**config.mk**
```make
export PLATFORM = sky130hd
export DESIGN_NAME = seg7_scan_ctrl
export DESIGN_NICKNAME = d
export VERILOG_FILES = /design/src/rtl/seg7_pkg.sv /design/src/rtl/seg7_slot_timer.sv /design/src/rtl/seg7_scan_ctrl.sv
export SDC_FILE = /design/constraint.sdc
export NUM_CORES = 1
export LEC_CHECK = 0
export ABC_AREA = 1
export CAP_MARGIN = 20
export CORE_MARGIN = 8
export CORE_UTILIZATION = 55
export CTS_CLUSTER_DIAMETER = 200
export DETAILED_ROUTE_END_ITERATION = 12
export PLACE_DENSITY_LB_ADDON = 0.05
export RECOVER_POWER = 25
export SKIP_CTS_REPAIR_TIMING = 1
export SLEW_MARGIN = 15
export SYNTH_ARGS = -nofsm -noshare
export SYNTH_HDL_FRONTEND = slang
export SYNTH_SLANG_ARGS = --single-unit
```
**constraint.sdc**
```tcl
create_clock -name clk -period 1.95 [get_ports clk]
set_input_delay 0.2925 -clock clk [delete_from_list [all_inputs] [get_ports clk]]
set_output_delay 0.2925 -clock clk [all_outputs]
set_load 0.05 [all_outputs]
```
**src/rtl/seg7_pkg.sv**
```systemverilog
// seg7_pkg: shared types and constants for the 7-segment scan controller.
//   seg7_state_e      - scan FSM state encoding (IDLE / BLANK / SHOW)
//   BCD_MAX           - largest nibble that is shown as a decimal digit
//   DEF_*             - default parameter values for the controller
//   bcd_valid()       - true when a nibble is a displayable BCD digit
package seg7_pkg;

  typedef enum logic [1:0] {
    IDLE  = 2'd0,
    BLANK = 2'd1,
    SHOW  = 2'd2
  } seg7_state_e;

  localparam logic [3:0] BCD_MAX = 4'd9;

  localparam int DEF_NUM_DIGITS   = 4;
  localparam int DEF_REFRESH_DIV  = 50000;
  localparam int DEF_BLANK_CYCLES = 4;

  function automatic logic bcd_valid(input logic [3:0] nib);
    return nib <= BCD_MAX;
  endfunction

endpackage

```
**src/rtl/seg7_slot_timer.sv**
```systemverilog
// seg7_slot_timer: per-slot cycle counter for the scan controller.
// A slot is REFRESH_DIV cycles long and starts at BLANK entry; the first
// BLANK_CYCLES counts are dead-time, the remainder is the SHOW window.
//   clk, rst_n  - clock, async active-low reset
//   run         - count while high; low holds the counter at 0
//   blank_done  - last cycle of the dead-time (count == BLANK_CYCLES-1)
//   slot_end    - last cycle of the slot (count == REFRESH_DIV-1)
module seg7_slot_timer
  import seg7_pkg::*;
#(
  parameter int REFRESH_DIV  = DEF_REFRESH_DIV,
  parameter int BLANK_CYCLES = DEF_BLANK_CYCLES
) (
  input  logic clk,
  input  logic rst_n,
  input  logic run,
  output logic blank_done,
  output logic slot_end
);

  localparam int CW = (REFRESH_DIV > 1) ? $clog2(REFRESH_DIV) : 1;

  logic [CW-1:0] cnt_q, cnt_d;

  assign blank_done = (cnt_q == CW'(BLANK_CYCLES - 1));
  assign slot_end   = (cnt_q == CW'(REFRESH_DIV - 1));

  // Wraps to 0 at slot end so the next slot starts counting at BLANK entry.
  always_comb begin
    cnt_d = '0;
    if (run && !slot_end) cnt_d = cnt_q + 1'b1;
  end

  always_ff @(posedge clk or negedge rst_n) begin
    if (!rst_n) cnt_q <= '0;
    else        cnt_q <= cnt_d;
  end

endmodule

```
**src/rtl/seg7_scan_ctrl.sv**
```systemverilog
// seg7_scan_ctrl: time-multiplexed scan controller for a NUM_DIGITS-digit
// 7-segment display driven through an external BCD-to-7-segment decoder.
//   clk, rst_n   - clock, async active-low reset
//   enable       - scan runs while high; low returns to IDLE
//   load, bcd_in - capture packed BCD digits (digit 0 at bits [3:0])
//   load_ack     - one-cycle acknowledge, the cycle after each capture
//   seg_bcd      - decoder A..D (bit 3 = A)
//   seg_en       - decoder E (low blanks invalid / suppressed digits)
//   digit_sel    - one-hot active-high digit strobe
// Optional build macro: SEG7_LZ_SUPPRESS_EN blanks leading-zero digits
// (digit 0 is always shown).
module seg7_scan_ctrl
  import seg7_pkg::*;
#(
  parameter int NUM_DIGITS   = DEF_NUM_DIGITS,
  parameter int REFRESH_DIV  = DEF_REFRESH_DIV,
  parameter int BLANK_CYCLES = DEF_BLANK_CYCLES
) (
  input  logic                    clk,
  input  logic                    rst_n,
  input  logic                    enable,
  input  logic                    load,
  input  logic [4*NUM_DIGITS-1:0] bcd_in,
  output logic                    load_ack,
  output logic [3:0]              seg_bcd,
  output logic                    seg_en,
  output logic [NUM_DIGITS-1:0]   digit_sel
);

  localparam int IW = $clog2(NUM_DIGITS);

  seg7_state_e                  state_q, state_d;
  logic [IW-1:0]                idx_q, idx_d;
  logic [NUM_DIGITS-1:0][3:0]   disp_q, disp_d;
  logic [NUM_DIGITS-1:0]        digit_sel_q, digit_sel_d;
  logic [3:0]                   seg_bcd_q, seg_bcd_d;
  logic                         seg_en_q, seg_en_d;
  logic                         load_ack_q, load_ack_d;
  logic                         blank_done, slot_end, run;
  logic [3:0]                   nib;
  logic                         show_en;

  assign run = enable && (state_q != IDLE);

  seg7_slot_timer #(
    .REFRESH_DIV  (REFRESH_DIV),
    .BLANK_CYCLES (BLANK_CYCLES)
  ) u_timer (
    .clk        (clk),
    .rst_n      (rst_n),
    .run        (run),
    .blank_done (blank_done),
    .slot_end   (slot_end)
  );

  // Display register; accepted in every state.
  assign disp_d     = load ? bcd_in : disp_q;
  assign load_ack_d = load;

  // State register
  always_ff @(posedge clk or negedge rst_n) begin
    if (!rst_n) begin
      state_q <= IDLE;
      idx_q   <= '0;
    end else begin
      state_q <= state_d;
      idx_q   <= idx_d;
    end
  end

  // Next-state logic
  always_comb begin
    state_d = state_q;
    idx_d   = idx_q;
    if (!enable) begin
      state_d = IDLE;
      idx_d   = '0;
    end else begin
      case (state_q)
        IDLE: begin
          state_d = BLANK;
          idx_d   = '0;
        end
        BLANK: if (blank_done) state_d = SHOW;
        SHOW: if (slot_end) begin
          state_d = BLANK;
          idx_d   = (idx_q == IW'(NUM_DIGITS - 1)) ? '0 : idx_q + 1'b1;
        end
        default: state_d = IDLE;
      endcase
    end
  end

  // Digit data is taken from disp_d so a load on the SHOW-entry edge is
  // already visible in the slot it opens.
  assign nib = disp_d[idx_q];

`ifdef SEG7_LZ_SUPPRESS_EN
  // lz[i]: nibble i and every higher-index nibble are zero.
  logic [NUM_DIGITS-1:0] lz;
  always_comb begin
    lz = '0;
    lz[NUM_DIGITS-1] = (disp_d[NUM_DIGITS-1] == 4'd0);
    for (int i = NUM_DIGITS - 2; i >= 0; i--)
      lz[i] = lz[i+1] && (disp_d[i] == 4'd0);
  end
  assign show_en = bcd_valid(nib) && !((idx_q != '0) && lz[idx_q]);
`else
  assign show_en = bcd_valid(nib);
`endif

  // Output logic: latch on SHOW entry, hold through SHOW, zero elsewhere.
  always_comb begin
    digit_sel_d = '0;
    seg_bcd_d   = '0;
    seg_en_d    = 1'b0;
    if (state_d == SHOW) begin
      if (state_q == SHOW) begin
        digit_sel_d = digit_sel_q;
        seg_bcd_d   = seg_bcd_q;
        seg_en_d    = seg_en_q;
      end else begin
        digit_sel_d = NUM_DIGITS'(1) << idx_q;
        seg_bcd_d   = nib;
        seg_en_d    = show_en;
      end
    end
  end

  always_ff @(posedge clk or negedge rst_n) begin
    if (!rst_n) begin
      disp_q      <= '0;
      digit_sel_q <= '0;
      seg_bcd_q   <= '0;
      seg_en_q    <= 1'b0;
      load_ack_q  <= 1'b0;
    end else begin
      disp_q      <= disp_d;
      digit_sel_q <= digit_sel_d;
      seg_bcd_q   <= seg_bcd_d;
      seg_en_q    <= seg_en_d;
      load_ack_q  <= load_ack_d;
    end
  end

  assign digit_sel = digit_sel_q;
  assign seg_bcd   = seg_bcd_q;
  assign seg_en    = seg_en_q;
  assign load_ack  = load_ack_q;

endmodule
```
==> impl_metrics.py <==
metrics = {
    "critical_path": {
        "required_ps": 1660,
        "cp_max_fo": 2,
        "cpMaxStageDelayCell": "clkdlybuf4s50_1",
        "critPathTopFamily": "buffers and inverters",
        "end_kind": "output pin",
        "critPathLaunchType": "flop",
        "critical_path_buf_inv_count": 1,
        "slowest_delay_ps": 810,
        "crit_chain": "clkdlybuf4s50_1",
        "crit_type": "flop to output pin",
        "crit_arrival_ps": 1490,
    },
    "power": {
        "p_seq_share_pct": 57.7,
        "power.leakage_uw": 0.001400,
        "power.internal_uw": 1310,
        "clockPowerShare_pct": 31.2,
        "switching_share_pct": 24.31,
        "combPwrFrac_pct": 11.1,
        "ir_worst_vdd_uv": 339.3,
        "power_density_nw_per_um2": 614.3,
        "p_sw_uw": 420.8,
    },
    "placed_design": {
        "dp.final_hpwl_mm": 3.696,
        "port_buffers": 29,
        "gp_congestion": 0.9040,
    },
    "floorplan": {
        "core_sq_um": 4264,
        "die_x_microns": 81.82,
        "die_area_sq_um": 6694,
        "io_pins": 30,
        "initial_core_util_pct": 55.87,
        "rows": 24,
        "die_y_microns": 81.82,
    },
    "sta": {
        "setup_tns_ps": 0,
        "fmax_mhz": 561.4,
        "drv_slew": 0,
        "finalHoldViolCount": 0,
        "fin_crit_ps": 1781,
        "tightest_slew_ps": 1119,
        "hold_ws_ps": 473.8,
        "slew_headroom_pct": 25.39,
        "worst_clock_skew_ps": 10.61,
        "rsz0062_at_grt": "false",
        "fin_crit_sh_pct": 91.34,
        "setup_violations": 0,
    },
    "grt": {
        "grt-ovfl-total": 0,
        "antenna_found_initial": 0,
        "grt_max_degree": 47,
        "track_usage_pct": 16.25,
        "grt_util_met1_pct": 19.58,
        "grt_pass1_wl_mm": 8.473,
        "use_met3_pct": 4.267,
        "grt_pass1_vias": 1905,
        "busiest_layer": "met2",
        "gr-usage-met2_pct": 27.55,
    },
    "logic_synthesis": {
        "syn_inst": 302,
        "yosysWarnings": 0,
        "synth-seq-cells": 46,
        "synth_area_sq_um": 2382,
        "synth_cell_types": 31,
        "syn_nets": 327,
        "ys_seq_area_share_pct": 48.32,
        "synth_area_per_cell_sq_um": 7.888,
    },
    "routing": {
        "ant_nets": 0,
        "routed-via-count": 1939,
        "wire_per_inst_microns": 12.86,
        "drt_iter0_markers": 111,
        "dr.pass1.iters": 4,
        "drc": 0,
        "vias_per_cell": 4.959,
        "drt_wl_total_mm": 5.030,
    },
    "final_layout": {
        "area_delta_synth_final_pct": 18.28,
        "fillers": 375,
        "final_cell_mix": "98 x nand2_1, 46 x dfrtp_1, 32 x nor2_1, 32 x nand3_1, 31 x inv_1",
        "multiInputGateArea_sq_um": 1062,
        "antennaDiodeCount": 0,
        "seqCellArea_sq_um": 1151,
        "fin_nets": 364,
        "drive_gt1_share_pct": 9.440,
        "final_common_cell": "nand2_1",
    },
    "clock_network": {
        "h-tree-depth": 2,
        "cts_tree": "yes",
        "cts.sinks": 46,
        "clockBufferDepth": 2,
        "clk_latency_ps": 290,
        "cts-root-buf": "clkbuf_8",
        "cts_made_buffers": 5,
        "clkSlewWorstSetupHoldPaths_ps": 90,
    },
    "run_status": {
        "status": "completed",
    },
    "run": {
        "maxCapViolCount": 0,
    },
    "hold_path": {
        "min_path_type": "flop to flop",
    },
}
==> synthesized netlist by cell type (all sizes together) <==
master,number,share of area (%)
ha,5,2.6
xor2,3,1.1
nand2,101,16
a211oi,1,0.53
buf,5,1.6
a21oi,8,1.7
nand4,3,0.79
nor2,37,6.6
and3,1,0.26
nand3,37,9.1
xnor2,1,0.37
nor3b,1,0.32
and2,8,2.1
inv,34,5.5
o21bai,1,0.32
or2,1,0.26
dfrtp,46,48
nor3,5,1.3
o21ai,4,0.84
==> layer usage <==
layer / up-vias / wire length, microns
li1: 1010 / -
met1: 892 / 2274
met2: 33 / 2439
met3: 4 / 265
met4: 0 / 51
met5: - / 0
==> path summary, 6_finish.rpt <==
kind,slack (ps),cells after the start,startpoint,end
setup / recovery,170,1,seg_bcd[2],seg_bcd[2]
hold / removal,470,2,disp_q[1],disp_q[1]
setup reg to reg,380,7,u_timer.cnt_q[0],u_timer.cnt_q[10]
hold reg to reg,470,2,disp_q[1],disp_q[1]
max in group asynchronous,430,3,rst_n,disp_q[3]
min in group asynchronous,830,3,rst_n,load_ack
==> logic make-up after synthesis <==
kind of cell / count (synthesis) / share of synthesized area, %
AND/OR/NAND/NOR: 194 / 37.13
buffers and inverters: 39 / 7.090
AO/OA/AOI/OAI: 14 / 3.361
flip-flops: 46 / 48.32
XOR/XNOR: 4 / 1.471
adder cells (fa/ha/maj): 5 / 2.626
==> through the flow <==
stage	cell area [sq um]	util [%]	setup slack [ps]	cells	power, uW
floorplan	2382	-	595.3	302	1123
global placement	2744	64.35	242.8	383	1211
detailed placement	2744	64.35	226.3	383	1214
CTS	2823	66.20	155.2	390	1750
global route	2818	66.08	114.2	391	1816
finish	2818	66.08	168.8	391	1731
==> flip-flops by register name, indices dropped and copies added, names as in the netlist <==
register       count
u_timer.cnt_q     16
idx_q              2
load_ack           1
seg_bcd            4
digit_sel          4
state_q            2
disp_q            16
seg_en             1
==> final cells by class <==
cell class                      instances  area share, %
Sequential cell                        46          40.85
Multi-Input combinational cell        217          37.70
Timing Repair Buffer                   35          11.72
Inverter                               34          4.618
Clock buffer                            5          2.442
Tap cell                               52          2.309
Clock inverter                          2         0.3552
==> tightest hold or removal path, stage by stage, from the launching register on <==
cell and delay (ps):
dfrtp_1 320, nand2_1 60, nand2_1 60
==> power by group through the flow <==
| stage | sequential, uW | combinational [uW] | clock (uW) |
|---|---|---|---|
| floorplan | 1020 | 102 | 0 |
| global placement | 1020 | 194 | 0 |
| detailed placement | 1020 | 197 | 0 |
| CTS | 998 | 198 | 553 |
| global route | 1000 | 219 | 595 |
| finish | 998 | 193 | 540 |
Power figures use the tool's default switching activity.
